==> src/rtl/prog_loader_pkg.sv <==
// Shared types and constants for the program loader.
package prog_loader_pkg;

    localparam int DEFAULT_HOLD_CYCLES = 4;

    typedef enum logic [2:0] {
        IDLE,
        WAIT_BYTE,
        HOLD,
        CHECK,
        FINISH
    } state_t;

endpackage

==> src/rtl/prog_loader_hold_timer.sv <==
// Counts the cycles an address/data pair is held for the RAM write.
// expire pulses in the last held cycle.
module hold_timer
    import prog_loader_pkg::*;
#(
    parameter int HOLD_CYCLES = DEFAULT_HOLD_CYCLES
) (
    input  logic clk,
    input  logic rst,
    input  logic load,
    input  logic count,
    output logic expire
);

    logic [7:0] cnt;

    always_ff @(posedge clk) begin
        if (rst) begin
            cnt <= 8'd0;
        end else if (load) begin
            cnt <= 8'd0;
        end else if (count) begin
            cnt <= cnt + 8'd1;
        end
    end

    assign expire = count && (cnt == 8'(HOLD_CYCLES - 1));

endmodule

==> src/rtl/prog_loader.sv <==
// Byte-serial program loader: writes DEPTH host bytes into CPU RAM.
// Optional trailing checksum byte is enabled by macro PROG_LOADER_CHECKSUM_EN.
module prog_loader
    import prog_loader_pkg::*;
#(
    parameter int HOLD_CYCLES = DEFAULT_HOLD_CYCLES,
    parameter int DEPTH       = 16
) (
    input  logic       fastClk,
    input  logic       rst,
    input  logic       start,
    input  logic       byte_valid,
    input  logic [7:0] byte_data,
    output logic       byte_ready,
    output logic       prog_mode,
    output logic [3:0] prog_addr,
    output logic [7:0] prog_data,
    output logic       busy,
    output logic       done,
    output logic       err
);

    localparam logic [3:0] LAST_ADDR = 4'(DEPTH - 1);

    state_t state, next_state;
    logic   launch;
    logic   accept;
    logic   advance;
    logic   hold_expire;

    hold_timer #(.HOLD_CYCLES(HOLD_CYCLES)) u_hold_timer (
        .clk    (fastClk),
        .rst    (rst),
        .load   (accept),
        .count  (state == HOLD),
        .expire (hold_expire)
    );

    always_ff @(posedge fastClk) begin
        if (rst) begin
            state <= IDLE;
        end else begin
            state <= next_state;
        end
    end

`ifdef PROG_LOADER_CHECKSUM_EN
    logic [7:0] csum;
    logic       sum_check;
`endif

    always_comb begin
        next_state = state;
        byte_ready = 1'b0;
        prog_mode  = 1'b0;
        busy       = 1'b0;
        done       = 1'b0;
        launch     = 1'b0;
        accept     = 1'b0;
        advance    = 1'b0;
`ifdef PROG_LOADER_CHECKSUM_EN
        sum_check  = 1'b0;
`endif
        case (state)
            IDLE: begin
                if (start) begin
                    launch     = 1'b1;
                    next_state = WAIT_BYTE;
                end
            end
            WAIT_BYTE: begin
                byte_ready = 1'b1;
                prog_mode  = 1'b1;
                busy       = 1'b1;
                if (byte_valid) begin
                    accept     = 1'b1;
                    next_state = HOLD;
                end
            end
            HOLD: begin
                prog_mode = 1'b1;
                busy      = 1'b1;
                if (hold_expire) begin
                    if (prog_addr == LAST_ADDR) begin
`ifdef PROG_LOADER_CHECKSUM_EN
                        next_state = CHECK;
`else
                        next_state = FINISH;
`endif
                    end else begin
                        advance    = 1'b1;
                        next_state = WAIT_BYTE;
                    end
                end
            end
`ifdef PROG_LOADER_CHECKSUM_EN
            CHECK: begin
                byte_ready = 1'b1;
                prog_mode  = 1'b1;
                busy       = 1'b1;
                if (byte_valid) begin
                    sum_check  = 1'b1;
                    next_state = FINISH;
                end
            end
`endif
            FINISH: begin
                done       = 1'b1;
                next_state = IDLE;
            end
            default: next_state = IDLE;
        endcase
    end

    // Address/data registers keep their last values after FINISH.
    always_ff @(posedge fastClk) begin
        if (rst) begin
            prog_addr <= 4'd0;
            prog_data <= 8'd0;
        end else begin
            if (launch) begin
                prog_addr <= 4'd0;
            end else if (advance) begin
                prog_addr <= prog_addr + 4'd1;
            end
            if (accept) begin
                prog_data <= byte_data;
            end
        end
    end

`ifdef PROG_LOADER_CHECKSUM_EN
    always_ff @(posedge fastClk) begin
        if (rst) begin
            csum <= 8'd0;
            err  <= 1'b0;
        end else if (launch) begin
            csum <= 8'd0;
            err  <= 1'b0;
        end else begin
            if (accept) begin
                csum <= csum + byte_data;
            end
            if (sum_check && (byte_data != csum)) begin
                err <= 1'b1;
            end
        end
    end
`else
    assign err = 1'b0;
`endif

endmodule

==> config.mk <==
export PLATFORM = sky130hd
export DESIGN_NAME = prog_loader
export DESIGN_NICKNAME = d
export VERILOG_FILES = /design/src/rtl/prog_loader_pkg.sv /design/src/rtl/prog_loader_hold_timer.sv /design/src/rtl/prog_loader.sv
export SDC_FILE = /design/constraint.sdc
export NUM_CORES = 1
export LEC_CHECK = 0
export CORE_ASPECT_RATIO = 0.6
export CORE_UTILIZATION = 46
export CTS_CLUSTER_SIZE = 24
export DETAILED_ROUTE_END_ITERATION = 10
export PLACE_DENSITY = 0.84
export SLEW_MARGIN = 30
export SYNTH_ARGS = -nofsm -noshare
export SYNTH_HDL_FRONTEND = slang
export SYNTH_SLANG_ARGS = --single-unit
==> constraint.sdc <==
create_clock -name fastClk -period 2.2 [get_ports fastClk]
set_input_delay 0.44 -clock fastClk [delete_from_list [all_inputs] [get_ports fastClk]]
set_output_delay 0.44 -clock fastClk [all_outputs]
set_load 0.01 [all_outputs]
# Word level (Yosys, flattened, before mapping)
# Index checks and enable logic that the tools add are counted.
[totals] ff_bits=23
[op_classes] add_sub_neg=2 n_eq_ne=8 n_mux=15 reduce_logical=6
[ops] cell="$mux W3" count=4
[ops] cell="$mux W1" count=10
[ops] cell="$pmux W3 S3" count=1
[ops] cell="$add A8 B1 Y8 const B" count=1
[ops] cell="$eq A8 B2 Y1 const B" count=1
[ops] cell="$ne A2 B2 Y1 const B" count=3
[ops] cell="$reduce_or A2 Y1" count=3
[ops] cell="$add A4 B1 Y4 const B" count=1
[ops] cell="$eq A4 B4 Y1 const B" count=1
[ops] cell="$eq A3 B1 Y1 const B" count=1
[ops] cell="$eq A3 B2 Y1 const B" count=1
[ops] cell="$eq A3 B3 Y1 const B" count=1
[ops] cell="$logic_not A3 Y1" count=1
[ops] cell="$reduce_and A3 Y1" count=1
[ops] cell="$logic_and A1 B1 Y1" count=1

# Logic depth before layout (Yosys ltp)
# Gate-level depths: netlist of the first run.
[logic_depth] depth_word=4 ltp_mapped=5

# Cells and area by module
# Synthesis of the first run repeated with hierarchy kept, for this count alone.
[hier_totals] cells_unflattened=114 area_unflattened_um2=1071.0
[by_module_without_submodules] module="prog_loader" instances=1 cells_per_inst=74 area_each_um2=708.2 seq_area_each_um2=300.3
[by_module_without_submodules] module="hold_timer" instances=1 cells_per_inst=40 area_each_um2=362.8 seq_area_each_um2=160.2

# Worst setup path before layout of the first run
# OpenSTA, ideal clock, no wires.
[synth_timing] kind="flip-flop to output port" startpoint="reg state[2]" endpoint="out prog_mode" arrival_time_ps=1151 t_required_ps=1760 slack_ps=609 path_stages_with_launch=6 path_buffers=1 path_cell_list="dfxtp_1 > nor2_1 > nand2_1 > inv_1 > or2_2 > buf_4"
[synth_via] elab_chain_cells=3 word_cells_on_any_way=4
[synth_rtl] element="from (decl)" line_no="prog_loader.sv:25" source="state_t state, next_state;"
[synth_rtl] element="from (signal assigned)" line_no="prog_loader.sv:43" source="state <= next_state;"
[synth_rtl] element="$eq A3 B1 Y1 / $eq A3 B2 Y1 (equally long branches)"
[synth_rtl] element="$reduce_or A2 Y1 (no line) (*)"
[synth_rtl] element="$mux W1 (*)"
[synth_rtl] element="to (decl)" line_no="prog_loader.sv:15" source="output logic prog_mode,"
# Mark *: on every way between the ends. The rest lies on a longest branch, timed or not.

# Worst setup path in the final report of the first run
[layout_timing] startpoint="reg state[2]" endpoint="out prog_mode"
[layout_via] elab_chain_cells=3 word_cells_on_any_way=4
[layout_rtl] element="$eq A3 B1 Y1 / $eq A3 B2 Y1 (equally long branches)" line_no="prog_loader.sv:64" source="case (state)"
[layout_rtl] element="$reduce_or A2 Y1 (no line) (*)"
[layout_rtl] element="$mux W1 (*)" line_no="prog_loader.sv:64"
# Marks and branches as above.

==> results.md, run 1 <==
- IR analysis of the VDD net gives a maximum drop of 447 uV.
- Leaving out fill and tap cells, the most frequent cell in the layout is clkdlybuf4s50_1.
- For met1 alone, demand over resource in global routing was 27.1%.
- The number of pins with negative max-slew slack in the final report is 0.
- On the worst path, the slowest cell contributes a delay of 0.48 ns.
- With fillers left out, the area of the finished cells amounts to between 0.001 and 0.0015 sq mm.
- After detailed routing, the average wire length per cell comes to 14.4 um.
- Dividing the detail-routed via count by the number of cells gives 5.24.
- 0 antenna diodes ended up in the layout.
- No sink is reached through more buffers than the 2 on the longest clock path.
- The worst hold path stage count is 2.
- Wires add up to 2560 um.
- After floorplanning, the core was divided into 12 placement rows.
- From bottom edge to top edge, the die measures 38.7 um.
- The clock period minus worst slack is 2.14 ns.
- The number of cells in the design after placement is 174.
- In this run the static leakage power is between 0.5 and 0.6 nW.
- The number of hold buffers added after cts is 0.
- Yosys mapped the design onto 32 distinct sky130hd cell types.
- The worst register-to-register path has a depth of 5.
- In the final layout, flip-flops and latches occupy 465 sq um.
- Once detailed placement completed, the half-perimeter wirelength came to just under 2000 um.
- The net total in the final layout is 165.
- The worst register-to-register path ends at prog_addr[3]$_SDFFE_PP0P_.
- Data on the critical path is required at its endpoint by 1.76 ns.
- The remaining antenna violation count after routing is 0.
- During synthesis, Yosys emitted a total of 0 warnings.
- The clock-pin slew on the worst setup and hold paths is 0.08 ns.
- The worst setup path is launched from a register.
- The I/O pin count is 29.
- The number of clock buffers added by TritonCTS is 3.
- Counting flops and latches in the post-synthesis netlist gives 23.
- The width of the die is 63.1 um.
- The count of cells in the finished layout, fillers not included, comes to 178.
- The via count of the first global-routing pass came to ~850.
- Global routing finished with a remaining overflow of 0.
- Counting every sink on the clock net gives 23.
- CTS placed an instance of clkbuf_8 at the clock tree root.
- The die covers 0.00244 sq mm.
- The run finished with clean final reports.
- Between clock sinks in the finished design, the worst skew comes to 0.00328 ns.
- The startpoint identified for the worst hold timing path is prog_data[5]$_SDFFE_PP0P_.
- For this configuration, the core starts out at a cell density of 52.0%.
- The number of max-capacitance violations reported is 0.
- The number of antenna violations at the first check in global routing came to 0.
- The final setup violation count is 0.
- The clock tree from TritonCTS is done.
- The count of H-tree levels built during CTS is 1.
- The placeable core region is 0.00198 sq mm.
- The number of enable flip-flop cells after synthesis is 0.
- Among all flip-flop cells after synthesis, the most frequent one is dfxtp_1.
- Port buffering added 27 buffers.
- The layout-stage area growth over the synthesis result is 34.3%.
- The total count of hold-check failures in the final report came to 0.
- In the layout the commonest cells are clkdlybuf4s50_1 (27), nand2_1 (23), dfxtp_1 (21), a21oi_1 (11), nor2_1 (10).
- The combined area of the multi-input logic cells is roughly 540 sq um.
- At the end of routability-driven placement, the weighted congestion stood at 0.785.
- The total number of vias is 932.
- The global-route total usage across every layer is ~22%.
- The pin count of the biggest net entering global routing is 14.
- The number of detailed-route iterations in the first pass is 4.
- In the routed design, unresolved DRC markers number 0.
- The first-pass GRT wire length is 3880 um.
- Summing the sequential cell areas from Yosys gives 44.7% of the chip area.
- The mapped netlist covers 0.00103 sq mm.
- The top achievable clock speed is 0.466 GHz.
- For this design the ratio of total power to cell area is about 600 mW/mm^2.
- Counting flops with an async set or reset pin after synthesis yields a share of 0%.
- Broken down by cell family, the worst path's largest delay share belongs to buffers and inverters.
- The capture endpoint of the worst hold path is prog_data[5]$_SDFFE_PP0P_.
- In the finished design, the share of the clock period the worst path needs comes to 97.5%.
- The met2 usage is ~37%.
- The clock insertion delay at the later pin of the skew report is 0.27 ns.
- The critical-path maximum fanout is 6.
- The starting DRC count in detailed routing is 39.
- The arrival time of data at the critical path endpoint is 1.70 ns.
- In the final layout, the share of cells above drive strength 1 is 10.7%.
- The setup path with the least slack is of type reg2out.
- The layer flagged by global routing as most heavily used is met2.
- The slowest stage of the critical path is the clkdlybuf4s50_1 cell.
- In this run the critical register-to-register path is launched from u_hold_timer.cnt[0]$_SDFFE_PP0N_.
- The minimum setup slack among reg-to-reg paths is approximately 0.36 ns.
- The met3 demand-to-capacity share in global routing is between 7 and 8%.
- Counting every net in the synthesized netlist gives 135.
- The kind of capture point of the worst setup path is an output port.
- A synthesized cell averages 8.52 sq um.
- The placement-stage cell area is 0.00133 sq mm.
- The buffering stage count on the worst path with inverters included is 2.
- Fill cells in the final layout number 161.
- The path type of the worst min-delay path is reg2reg.
- The number of cells produced by synthesis is around 120.
- Walking the worst path, the cells encountered are nor2_2, nand2_1, inv_1, or2_2, clkdlybuf4s50_1.
==> registers in the layout, summed over array words and instances (netlist names) <==
signal,cells
prog_data,8
u_hold_timer.cnt,8
state,3
prog_addr,4
==> worst min-delay path, delay by kind of cell, from the launching register on <==
kind | cells | cell delay, ns
AND/OR/NAND/NOR | 1 | 0.05
flip-flops | 1 | 0.32
AO/OA/AOI/OAI | 1 | 0.05
==> worst max path at each step <==
stage                     slack (ns)         to             startpoint  cells past startpoint
final                           0.06  prog_mode  state[2]$_SDFFE_PP0P_                      5
after CTS                       0.04  prog_mode  state[2]$_SDFFE_PP0P_                      5
after detailed placement        0.25  prog_mode  state[1]$_SDFFE_PP0P_                      5
after floorplan                 0.61  prog_mode  state[2]$_SDFFE_PP0P_                      5
after global placement          0.32  prog_mode  state[2]$_SDFFE_PP0P_                      5
after global routing           -0.01  prog_mode  state[2]$_SDFFE_PP0P_                      5
==> logic make-up (layout without fill, tap and decap cells) <==
| group | count (synthesis) | count (layout) | share of synthesized area, % |
|---|---|---|---|
| buffers and inverters | 7 | 36 | 3.40 |
| DFF | 23 | 23 | 44.7 |
| adders and majority gates | 2 | 2 | 2.43 |
| muxes | 2 | 2 | 1.94 |
| other | 1 | 1 | 0.364 |
| AOI/OAI and AO/OA | 17 | 17 | 9.34 |
| xor gates and xnor gates | 8 | 8 | 6.80 |
| and+or+nand+nor | 61 | 61 | 31.1 |
==> Yosys cell counts, drive strengths merged (2+ instances only) <==
cell type | number | area [sq um]
and3 | 2 | 12.5
clkbuf | 2 | 7.51
xor2 | 7 | 61.3
inv | 2 | 7.51
or3 | 2 | 12.5
a21oi | 11 | 55.1
nor3b | 2 | 26.3
ha | 2 | 25.0
o21ai | 3 | 15.0
mux2i | 2 | 20.0
nor3 | 5 | 25.0
nand2 | 23 | 86.3
nand4 | 3 | 25.0
dfxtp | 23 | 460
nor2 | 11 | 41.3
buf | 3 | 20.0
nand3 | 6 | 30.0
==> routing by layer <==
metal,vias up,wire (um)
li1,471,-
met2,19,1180
met4,0,35
met3,4,103
met5,-,0
met1,438,1240
==> layout make-up <==
type	count	share of cell area, %
Clock buffer	3	2.98
Clock inverter	1	0.361
Inverter	2	0.542
Multi-Input combinational cell	91	38.8
Sequential cell	23	33.6
Tap cell	28	2.53
Timing Repair Buffer	30	21.1
==> metrics by stage <==
step / worst slack [ns] / util [%] / total power [W] / hold WS [ns] / setup TNS, ns
after floorplan: 0.609 / - / 0.000512 / 0.480 / 0
after global placement: 0.323 / 67.2 / 0.000570 / 0.442 / 0
after detailed placement: 0.251 / 67.2 / 0.000575 / 0.451 / 0
after CTS: 0.0441 / 69.6 / 0.000838 / 0.460 / 0
after global routing: -0.0112 / 69.9 / 0.000867 / 0.476 / -0.0127
final: 0.0558 / 69.9 / 0.000836 / 0.457 / 0
==> repair_timing <==
item	4_1_cts	5_1_grt
setup buffers	0	0
setup endpoints to repair	2	2
gates resized for setup	2	2
==> power breakdown <==
| group | switching [W] | total, W | internal, W |
|---|---|---|---|
| Sequential | 0.0000143 | 0.000442 | 0.000428 |
| Clock | 0.000141 | 0.000268 | 0.000127 |
| Combinational | 0.0000573 | 0.000126 | 0.0000687 |
Note: power is estimated with default switching activity, not from simulation.
==> inputs of run 2 (changes only) <==
--- a/config.mk
+++ b/config.mk
@@ -5,11 +5,12 @@
 export SDC_FILE = /design/constraint.sdc
 export NUM_CORES = 1
 export LEC_CHECK = 0
-export CORE_ASPECT_RATIO = 0.6
-export CORE_UTILIZATION = 46
+export CAP_MARGIN = 40
+export CORE_UTILIZATION = 50
 export CTS_CLUSTER_SIZE = 24
 export DETAILED_ROUTE_END_ITERATION = 10
-export PLACE_DENSITY = 0.84
+export DONT_BUFFER_PORTS = 1
+export PLACE_DENSITY = 0.72
 export SLEW_MARGIN = 30
 export SYNTH_ARGS = -nofsm -noshare
 export SYNTH_HDL_FRONTEND = slang
==> run 2 against run 1 <==
  * First-iteration DRC count fell by 72%
  * Sequential share of layout area rose by 9.3 points
  * Final area fell by 23%
  * Maximum frequency rose by 13%
  * Flip-flop and latch count did not move
  * Non-clock buffer count fell by 29
  * Setup slack improved by 0.25 ns
  * Clock-buffer cell count did not move
  * Routed wire length fell by 28%
  * Global-route usage fell by 4.5 points
  * Worst hold slack got worse by 0.28 ns
  * Core utilization fell by 15 points
==> results.md, run 2 (synthesized netlist as in run 1, its figures left out) <==
- The clock insertion delay at the later pin of the skew report came to 0.31 ns (+0.04 ns).
- The via count of the first global-routing pass is 686 (-19%).
- The effective utilization at floorplan is 53.1% (+1.1 points).
- The number of pins with negative max-slew slack in the final report came to 0 (unchanged).
- The total count of hold-check failures in the final report came to 0 (unchanged).
- The flow ran to the end, and the final reports show no timing, DRC or antenna violations.
- The post-CTS setup repair buffer count is 0 (unchanged).
- The number of fill cells is 194 (+20%).
- The proportion of power drawn by combinational gates came to 8.7% (-6.4 points).
- The switching share of power came to 25.4% (about the same).
- The pin count of the biggest net entering global routing is 14 (unchanged).
- The count of instances resized after the clock tree is built is 0 (-2).
- The row count is 16 (+4).
- The kind of capture point of the worst setup path is an output port.
- The met1 demand-to-capacity share in global routing is 21.5% (-5.6 points).
- The net total in the final layout is 136 (-18%).
- The reported leakage power came to 0.403 nW (-23%).
- The count of unresolved DRC violations after routing was 0 (unchanged).
- The met2 usage is 27.4% (-10 points).
- The critical-path maximum fanout is 6 (unchanged).
- The ratio of total power to cell area is 651 mW/mm^2 (+7.8%).
- The required time reported for the critical path endpoint is 1.76 ns (about the same).
- The final critical-path share of the clock period is 86.2% (-11 points).
- The placeable core region is 0.00194 sq mm (-2.0%).
- The number of detailed-route iterations in the first pass was 4 (unchanged).
- The placer congestion estimate is 0.862 (+9.8%).
- The final setup violation count is 0 (unchanged).
- The detailed-route vias per instance came to 5.26 (+0.40%).
- The die outline area was 0.00225 sq mm (-7.9%).
- The setup path with the least slack is of type reg2out.
- The global-route layer with the greatest usage is met2.
- The worst hold path belongs to the class in2reg.
- The total number of vias came to 778 (-17%).
- The dominant delay contributor by cell family on the critical path is simple AND/OR/NAND/NOR gates.
- The I/O pin count is 29 (unchanged).
- The clock period minus worst slack is 1.90 ns (-0.248 ns).
- The layout-stage area growth over the synthesis result is 4.00%.
- The number of clock buffers inserted by TritonCTS is 3 (unchanged).
- The width of the die is 47.4 um (-25%).
- The clock group share of total power is 27.4% (-4.6 points).
- The net load switching power was 0.000177 W (-17%).
- The share of the core filled with cells in the final layout is 55.2% (-15 points).
- The maximum clock path buffer count is 2 (unchanged).
- In the final layout, the registers with the most flip-flops are prog_data x8, u_hold_timer.cnt x8, prog_addr x4.
- The internal power was 0.000520 W (-17%).
- The wire length per cell is 12.5 um (-13%).
- The starting DRC count in detailed routing was 11 (-72%).
- The arrival time of data at the critical path endpoint was 1.46 ns (-0.24 ns).
- The port buffer count was 0 (-100%).
- The root buffer cell is clkbuf_4.
- In the layout the commonest cells are nand2_1 (23), dfxtp_1 (23), nor2_1 (11), a21oi_1 (11), xor2_1 (7).
- Setup repair after global routing left no endpoint under its margin.
- The maximum clock skew at final layout was 0.00783 ns (+0.00455 ns).
- The number of inserted diodes is 0 (unchanged).
- The number of antenna violations at the first check in global routing was 0 (unchanged).
- The count of H-tree levels built during CTS came to 1 (unchanged).
- The buffering stage count on the worst path with inverters included came to 1 (-1).
- The first-pass GRT wire length is 2770 um (-28%).
- The die extent in y is 47.4 um (+23%).
- The worst-case vdd ir drop came to 521 uV (+16%).
- The top achievable clock speed is 0.527 GHz (+13%).
- The total number of clock tree sinks is 23 (unchanged).
- The total wire length came to 1850 um (-28%).
- The worst setup path is launched from a register.
- The met3 demand-to-capacity share in global routing is 5.66% (-1.7 points).
- The setup TNS after final layout is 0 ns (unchanged).
- The fraction of final layout cells with drive strength greater than 1 is 9.09% (-1.6 points).
- The number of max-capacitance violations reported was 0 (unchanged).
- The delay contributed by the slowest stage of the critical path was 0.47 ns (about the same).
- The remaining antenna violation count after routing was 0 (unchanged).
- The critical path goes through nor2_1, nand2_1, inv_1, or2_2.
- The clock tree from TritonCTS is done.
- The slowest stage of the critical path belongs to the cell dfxtp_1.
- The clock-pin slew on the worst setup and hold paths is 0.13 ns (+0.05 ns).
- The total congestion overflow is 0 (unchanged).
- The global-route total usage across every layer is 17.7% (-4.5 points).
- The relative contribution of sequential cells to total power is 63.9% (+11 points).
- The number of hold buffers added after cts was 0 (unchanged).
- The detailed-placement wirelength estimate is 1390 um (-28%).
run 2: changes by cell type in the layout (fill, tap and decap cells not counted), sizes merged:
cell / change
clkdlybuf4s50: -27
buf: -2
run 2: stage by stage:
stage / area (sq um) / setup slack, ns / cells / hold slack (ns) / total power [W]
floorplan: 1030 / 0.609 / 121 / 0.480 / 0.000512
global route: 1070 / 0.163 / 148 / 0.149 / 0.000738
global placement: 1040 / 0.563 / 144 / 0.484 / 0.000515
detailed placement: 1040 / 0.502 / 144 / 0.489 / 0.000517
finish: 1070 / 0.303 / 148 / 0.177 / 0.000698
CTS: 1070 / 0.290 / 148 / 0.174 / 0.000705
run 2: power by group through the flow:
| stage | clock network [W] | registers [W] | logic, W |
|---|---|---|---|
| after global placement | 0 | 0.000455 | 0.0000602 |
| final | 0.000191 | 0.000446 | 0.0000609 |
| after floorplan | 0 | 0.000448 | 0.0000641 |
| after detailed placement | 0 | 0.000455 | 0.0000616 |
| after global routing | 0.000220 | 0.000449 | 0.0000696 |
| after CTS | 0.000197 | 0.000446 | 0.0000618 |
run 2: final timing paths:
| kind | startpoint | end | slack [ns] | cells after the start |
|---|---|---|---|---|
| setup / recovery | state[2]$_SDFFE_PP0P_ | busy | 0.30 | 4 |
| hold / removal | rst | prog_data[0]$_SDFFE_PP0P_ | 0.18 | 1 |
| setup reg to reg | u_hold_timer.cnt[0]$_SDFFE_PP0N_ | prog_addr[3]$_SDFFE_PP0P_ | 0.49 | 5 |
| hold reg to reg | prog_data[4]$_SDFFE_PP0P_ | prog_data[4]$_SDFFE_PP0P_ | 0.50 | 2 |
run 2: layout make-up:
| cell class | count | area [sq um] | share of cell area [%] |
|---|---|---|---|
| Timing Repair Buffer | 1 | 7.51 | 0.700 |
| Tap cell | 27 | 33.8 | 3.15 |
| Inverter | 2 | 7.51 | 0.700 |
| Clock buffer | 3 | 22.5 | 2.10 |
| Multi-Input combinational cell | 91 | 536 | 49.9 |
| Clock inverter | 1 | 5.00 | 0.467 |
| Sequential cell | 23 | 460 | 42.9 |
run 2: metal layers:
metal | wire length, um | vias to the layer above
li1 | - | 414
met1 | 925 | 345
met2 | 801 | 15
met3 | 85 | 4
met4 | 37 | 0
met5 | 0 | -
==> inputs of run 3 (changes only) <==
--- a/config.mk
+++ b/config.mk
@@ -5,6 +5,7 @@
 export SDC_FILE = /design/constraint.sdc
 export NUM_CORES = 1
 export LEC_CHECK = 0
+export ABC_AREA = 0
 export CAP_MARGIN = 40
 export CORE_UTILIZATION = 50
 export CTS_CLUSTER_SIZE = 24
==> constraint.sdc (replaced) <==
create_clock -name fastClk -period 2.33 [get_ports fastClk]
set_input_delay 0.466 -clock fastClk [delete_from_list [all_inputs] [get_ports fastClk]]
set_output_delay 0.466 -clock fastClk [all_outputs]
set_load 0.01 [all_outputs]
==> run 3 against run 2 <==
  * Sequential share of layout area is the same
  * Critical endpoint unchanged
  * Clock power shrank 4%
  * Critical path depth is the same
  * Sequential power shrank 5.4%
  * Register-to-register slack gained 0.11 ns
  * Critical path type unchanged
  * Power shrank 4.8%
  * Worst hold slack gained 0.023 ns
  * Non-clock buffer count is the same
  * Setup slack gained 0.027 ns
==> results.md, run 3 (synthesized netlist as in run 1, its figures left out) <==
- The run finished with clean final reports.
- The arrival time of data at the critical path endpoint was 1.53 ns (+0.07 ns).
- The fraction of final layout cells with drive strength greater than 1 is 9.09% (unchanged).
- The die outline area is 0.00225 sq mm (unchanged).
- The total number of vias was 803 (+3.2%).
- The remaining antenna violation count after routing is 0 (unchanged).
- The total number of clock tree sinks is 23 (unchanged).
- The number of hold buffers added after cts was 0 (unchanged).
- The startpoint of the worst register-to-register path is u_hold_timer.cnt[0]$_SDFFE_PP0N_.
- The number of clock buffers inserted by TritonCTS is 3 (unchanged).
- The critical-path maximum fanout was 6 (unchanged).
- The setup TNS after final layout was 0 ns (unchanged).
- The worst-case vdd ir drop came to 461 uV (-11%).
- The area taken by flip-flops and latches is 460 sq um (unchanged).
- The pin count of the biggest net entering global routing came to 14 (unchanged).
- The clock period could shrink to 2.00 ns.
- The kind of start point of the critical path is a register.
- The standard cell with the maximum stage delay on the critical path is dfxtp_1.
- The number of detailed-route iterations in the first pass is 4 (unchanged).
- The number of max-capacitance violations reported is 0 (unchanged).
- The ratio of total power to cell area was 620 mW/mm^2 (-4.8%).
- In the final layout, the registers with the most flip-flops are prog_data x8, u_hold_timer.cnt x8, prog_addr x4.
- The clock-pin slew on the worst setup and hold paths is 0.13 ns (about the same).
- The required time reported for the critical path endpoint was 1.86 ns (+0.10 ns).
- Timing would allow up to 0.500 GHz.
- The count of instances resized after the clock tree is built was 0 (unchanged).
- The effective utilization at floorplan is 53.1% (unchanged).
- The layout-stage area growth over the synthesis result was 4.00% (unchanged).
- The placeable core region came to 0.00194 sq mm (unchanged).
- The maximum clock skew at final layout is 0.00441 ns (-0.00343 ns).
- The classification of the worst setup path is reg2out.
- The number of antenna violations at the first check in global routing came to 0 (unchanged).
- On the critical path the largest part of the delay comes from simple AND/OR/NAND/NOR gates.
- The placer congestion estimate is 0.839 (-2.6%).
- The net total in the final layout was 136 (unchanged).
- The global-route total usage across every layer came to 18.6% (+0.91 points).
- The count of H-tree levels built during CTS is 1 (unchanged).
- The delay contributed by the slowest stage of the critical path is 0.50 ns (+0.03 ns).
- The clock tree from TritonCTS is done.
- The root buffer cell is clkbuf_4.
- The wire length per cell was 12.9 um (+2.9%).
- The first-pass GRT wire length is 2900 um (+4.7%).
- The launch instance of the worst min-delay path is rst.
- The total count of hold-check failures in the final report was 0 (unchanged).
- The count of unresolved DRC violations after routing is 0 (unchanged).
- The port buffer count is 0 (unchanged).
- The buffering stage count on the worst path with inverters included came to 1 (unchanged).
- The number of inserted diodes is 0 (unchanged).
- The I/O pin count came to 29 (unchanged).
- The total congestion overflow came to 0 (unchanged).
- The detailed-placement wirelength estimate is 1340 um (-3.5%).
- The die extent in y is 47.4 um (unchanged).
- The via count of the first global-routing pass came to 687 (+0.15%).
- The post-CTS setup repair buffer count is 0 (unchanged).
- The maximum clock path buffer count is 2 (unchanged).
- The worst hold slack across all endpoints is 0.200 ns (+0.0227 ns).
- The starting DRC count in detailed routing came to 9 (-2).
- The signal on the critical path passes through nor2_1, nand2_1, inv_1, or2_2.
- The total wire length is 1900 um (+2.9%).
- The detailed-route vias per instance is 5.43 (+3.2%).
- The final setup violation count is 0 (unchanged).
- The most critical setup path has its startpoint at state[2]$_SDFFE_PP0P_.
- The number of pins with negative max-slew slack in the final report was 0 (unchanged).
- The path type of the worst min-delay path is in2reg.
- The number of fill cells is 190 (-2.1%).
- The clock insertion delay at the later pin of the skew report is 0.31 ns (about the same).
- The row count was 16 (unchanged).
- Leaving out fill and tap cells, the most frequent cells in the layout are nand2_1 (23), dfxtp_1 (23), nor2_1 (11), a21oi_1 (11), xor2_1 (7).
- The final critical path takes up 85.8% of the cycle.
- The combined area of the multi-input logic cells is 536 sq um (unchanged).
- The width of the die is 47.4 um (unchanged).
- Setup repair after global routing left no endpoint under its margin.
- The reported leakage power is 0.403 nW (unchanged).
- The worst setup path is captured at an output port.
run 3: cell counts in the layout (fill, tap and decap cells not counted):
No cell type changed its count.
run 3: metal layers:
layer | GRT usage (%) | vias up | wire length (um)
met5 | 0 | - | 0
met4 | 10.9 | 0 | 28
met3 | 6.04 | 4 | 109
met2 | 26.6 | 21 | 819
met1 | 24.5 | 365 | 944
li1 | - | 413 | -
run 3: cell type report:
class / instances / area share [%]
inverter: 2 / 0.700
tap: 27 / 3.15
timing repair buffer: 1 / 0.700
multi-input combinational: 91 / 49.9
clock inverter: 1 / 0.467
clock buffer: 3 / 2.10
sequential: 23 / 42.9
run 3: power breakdown:
| part | switching (W) | total, W | internal (W) |
|---|---|---|---|
| Combinational | 0.0000360 | 0.0000587 | 0.0000226 |
| Clock | 0.000120 | 0.000184 | 0.0000641 |
| Sequential | 0.0000170 | 0.000422 | 0.000405 |
run 3: final timing paths:
| path | end | slack (ns) | cells after the start |
|---|---|---|---|
| hold reg to reg | prog_data[2]$_SDFFE_PP0P_ | 0.51 | 2 |
| hold / removal | prog_data[3]$_SDFFE_PP0P_ | 0.20 | 1 |
| setup reg to reg | prog_addr[3]$_SDFFE_PP0P_ | 0.60 | 5 |
| setup / recovery | busy | 0.33 | 4 |
run 3: through the flow:
stage | setup WS (ns) | instance area [sq um] | util, % | total power (W) | cells
5_1_grt | 0.255 | 1070 | 55.2 | 0.000698 | 148
3_3_place_gp | 0.693 | 1040 | 53.8 | 0.000486 | 144
3_5_place_dp | 0.600 | 1040 | 53.8 | 0.000488 | 144
6_report | 0.331 | 1070 | 55.2 | 0.000664 | 148
4_1_cts | 0.367 | 1070 | 55.2 | 0.000668 | 148
2_1_floorplan | 0.713 | 1030 | - | 0.000483 | 121
==> variant: new RTL, settings of run 3 <==
The parameter `DEPTH` goes from 16 to 8.
--- a/src/rtl/prog_loader.sv
+++ b/src/rtl/prog_loader.sv
@@ -4,7 +4,7 @@
     import prog_loader_pkg::*;
 #(
     parameter int HOLD_CYCLES = DEFAULT_HOLD_CYCLES,
-    parameter int DEPTH       = 16
+    parameter int DEPTH       = 8
 ) (
     input  logic       fastClk,
     input  logic       rst,
Behaviour: same outputs for any inputs over 10 cycles, from zero or initial values and one cycle with rst high; that may be too few to reach the edited logic, so the function may still have changed.
==> variant against run 3 <==
Design area increased by 0.70%. Routed wire length decreased by 6.9%. Synthesized area increased by 0.73%. Sequential cell count unchanged. Total power decreased by 0.87%. Utilization decreased by 0.18 points. Worst setup slack improved by 0.12 ns. Sequential share of layout area decreased by 0.30 points. Largest cell class unchanged. Highest routed layer unchanged.
==> variant: results <==
{
  "yosys-top-cells-area": "dfxtp_1, nand2_1, xor2_1",
  "synth_common_cells": "nand2_1, dfxtp_1, nor2_1",
  "h-tree-depth": 1,
  "synth-seq-area-share": 0.443,
  "synth_ff_type": "dfxtp_1",
  "reg.largest.list": "prog_data x8, u_hold_timer.cnt x8, prog_addr x4",
  "vias_per_cell": 5.34,
  "crit_start": "state[1]$_SDFFE_PP0P_",
  "grt_pass1_wl_um": 2930,
  "grt_pass1_vias": 676,
  "grt_max_degree": 14,
  "crit_path_end": "prog_mode",
  "drt_first_iter_violations": 14,
  "drive_above_1_share": 0.0738,
  "status": "finished, final reports clean",
  "layout.nets": 137,
  "regToRegSetupSlack_ns": 0.57,
  "p_leak_nw": 0.399,
  "arrival_ns": 1.41,
  "cts_setup_buffers": 0,
  "postSynth.asyncResetShare": 0,
  "dp_hpwl_um": 1390,
  "synth.distinct_cells": 33,
  "critical_path.max_fanout": 8,
  "fin_skew_ns": 0.00811,
  "holdCritStartpoint": "rst",
  "ctsLongestPathBuffers": 2,
  "numCtsBuffers": 3,
  "min_to": "prog_data[0]$_SDFFE_PP0P_",
  "peakVddDrop_uv": 422,
  "r2r_end": "prog_addr[2]$_SDFFE_PP0P_",
  "gp_congestion": 0.719,
  "yosysWarnings": 0,
  "grt_usage": 0.187,
  "wl_per_cell_um": 11.9,
  "drtPass1Iterations": 4
}
## variant: power by group
| part | switching, mW | internal (mW) |
|---|---|---|
| sequential | 0.0169 | 0.405 |
| combinational | 0.0354 | 0.0204 |
| clock | 0.117 | 0.0641 |
| total | 0.170 | 0.489 |
## variant: stage by stage
stage                     setup slack [ns]  hold slack (ns)  power [mW]  cells  area (µm²)
after floorplan                      0.742            0.480       0.482    122        1040
after global placement               0.676            0.482       0.484    145        1050
after detailed placement             0.557            0.487       0.486    145        1050
after CTS                            0.450            0.192       0.669    149        1080
after global routing                 0.325            0.180       0.695    149        1080
final                                0.454            0.202       0.659    149        1080
## variant: kinds of logic (layout without fill, tap and decap cells)
logic type / Yosys count / after routing / synth area share
simple gates: 62 / 62 / 0.322
flops: 23 / 23 / 0.443
compound gates: 16 / 16 / 0.0831
xor+xnor: 8 / 8 / 0.0675
buf+inv: 8 / 8 / 0.0373
fa+ha+maj: 2 / 2 / 0.0241
mux: 2 / 2 / 0.0193
other cells: 1 / 1 / 0.00361
## variant: layer usage
layer	vias up	GRT usage	share of wire
met5	-	0	0
met4	0	0.0667	0.012
met3	4	0.0755	0.054
met2	22	0.299	0.48
met1	357	0.228	0.46
li1	413	-	-
## variant: layout make-up
type | instances | area [µm²]
Timing Repair Buffer | 1 | 7.51
Sequential cell | 23 | 460
Fill cell | 201 | 882
Clock inverter | 1 | 5.00
Clock buffer | 3 | 22.5
Inverter | 3 | 11.3
Multi-Input combinational cell | 91 | 539
Tap cell | 27 | 33.8
## variant: worst max-delay path, stage by stage, from the launching register on
cell and delay, ns:
dfxtp_1 0.48, inv_1 0.08, or3_1 0.34, nand2_1 0.20
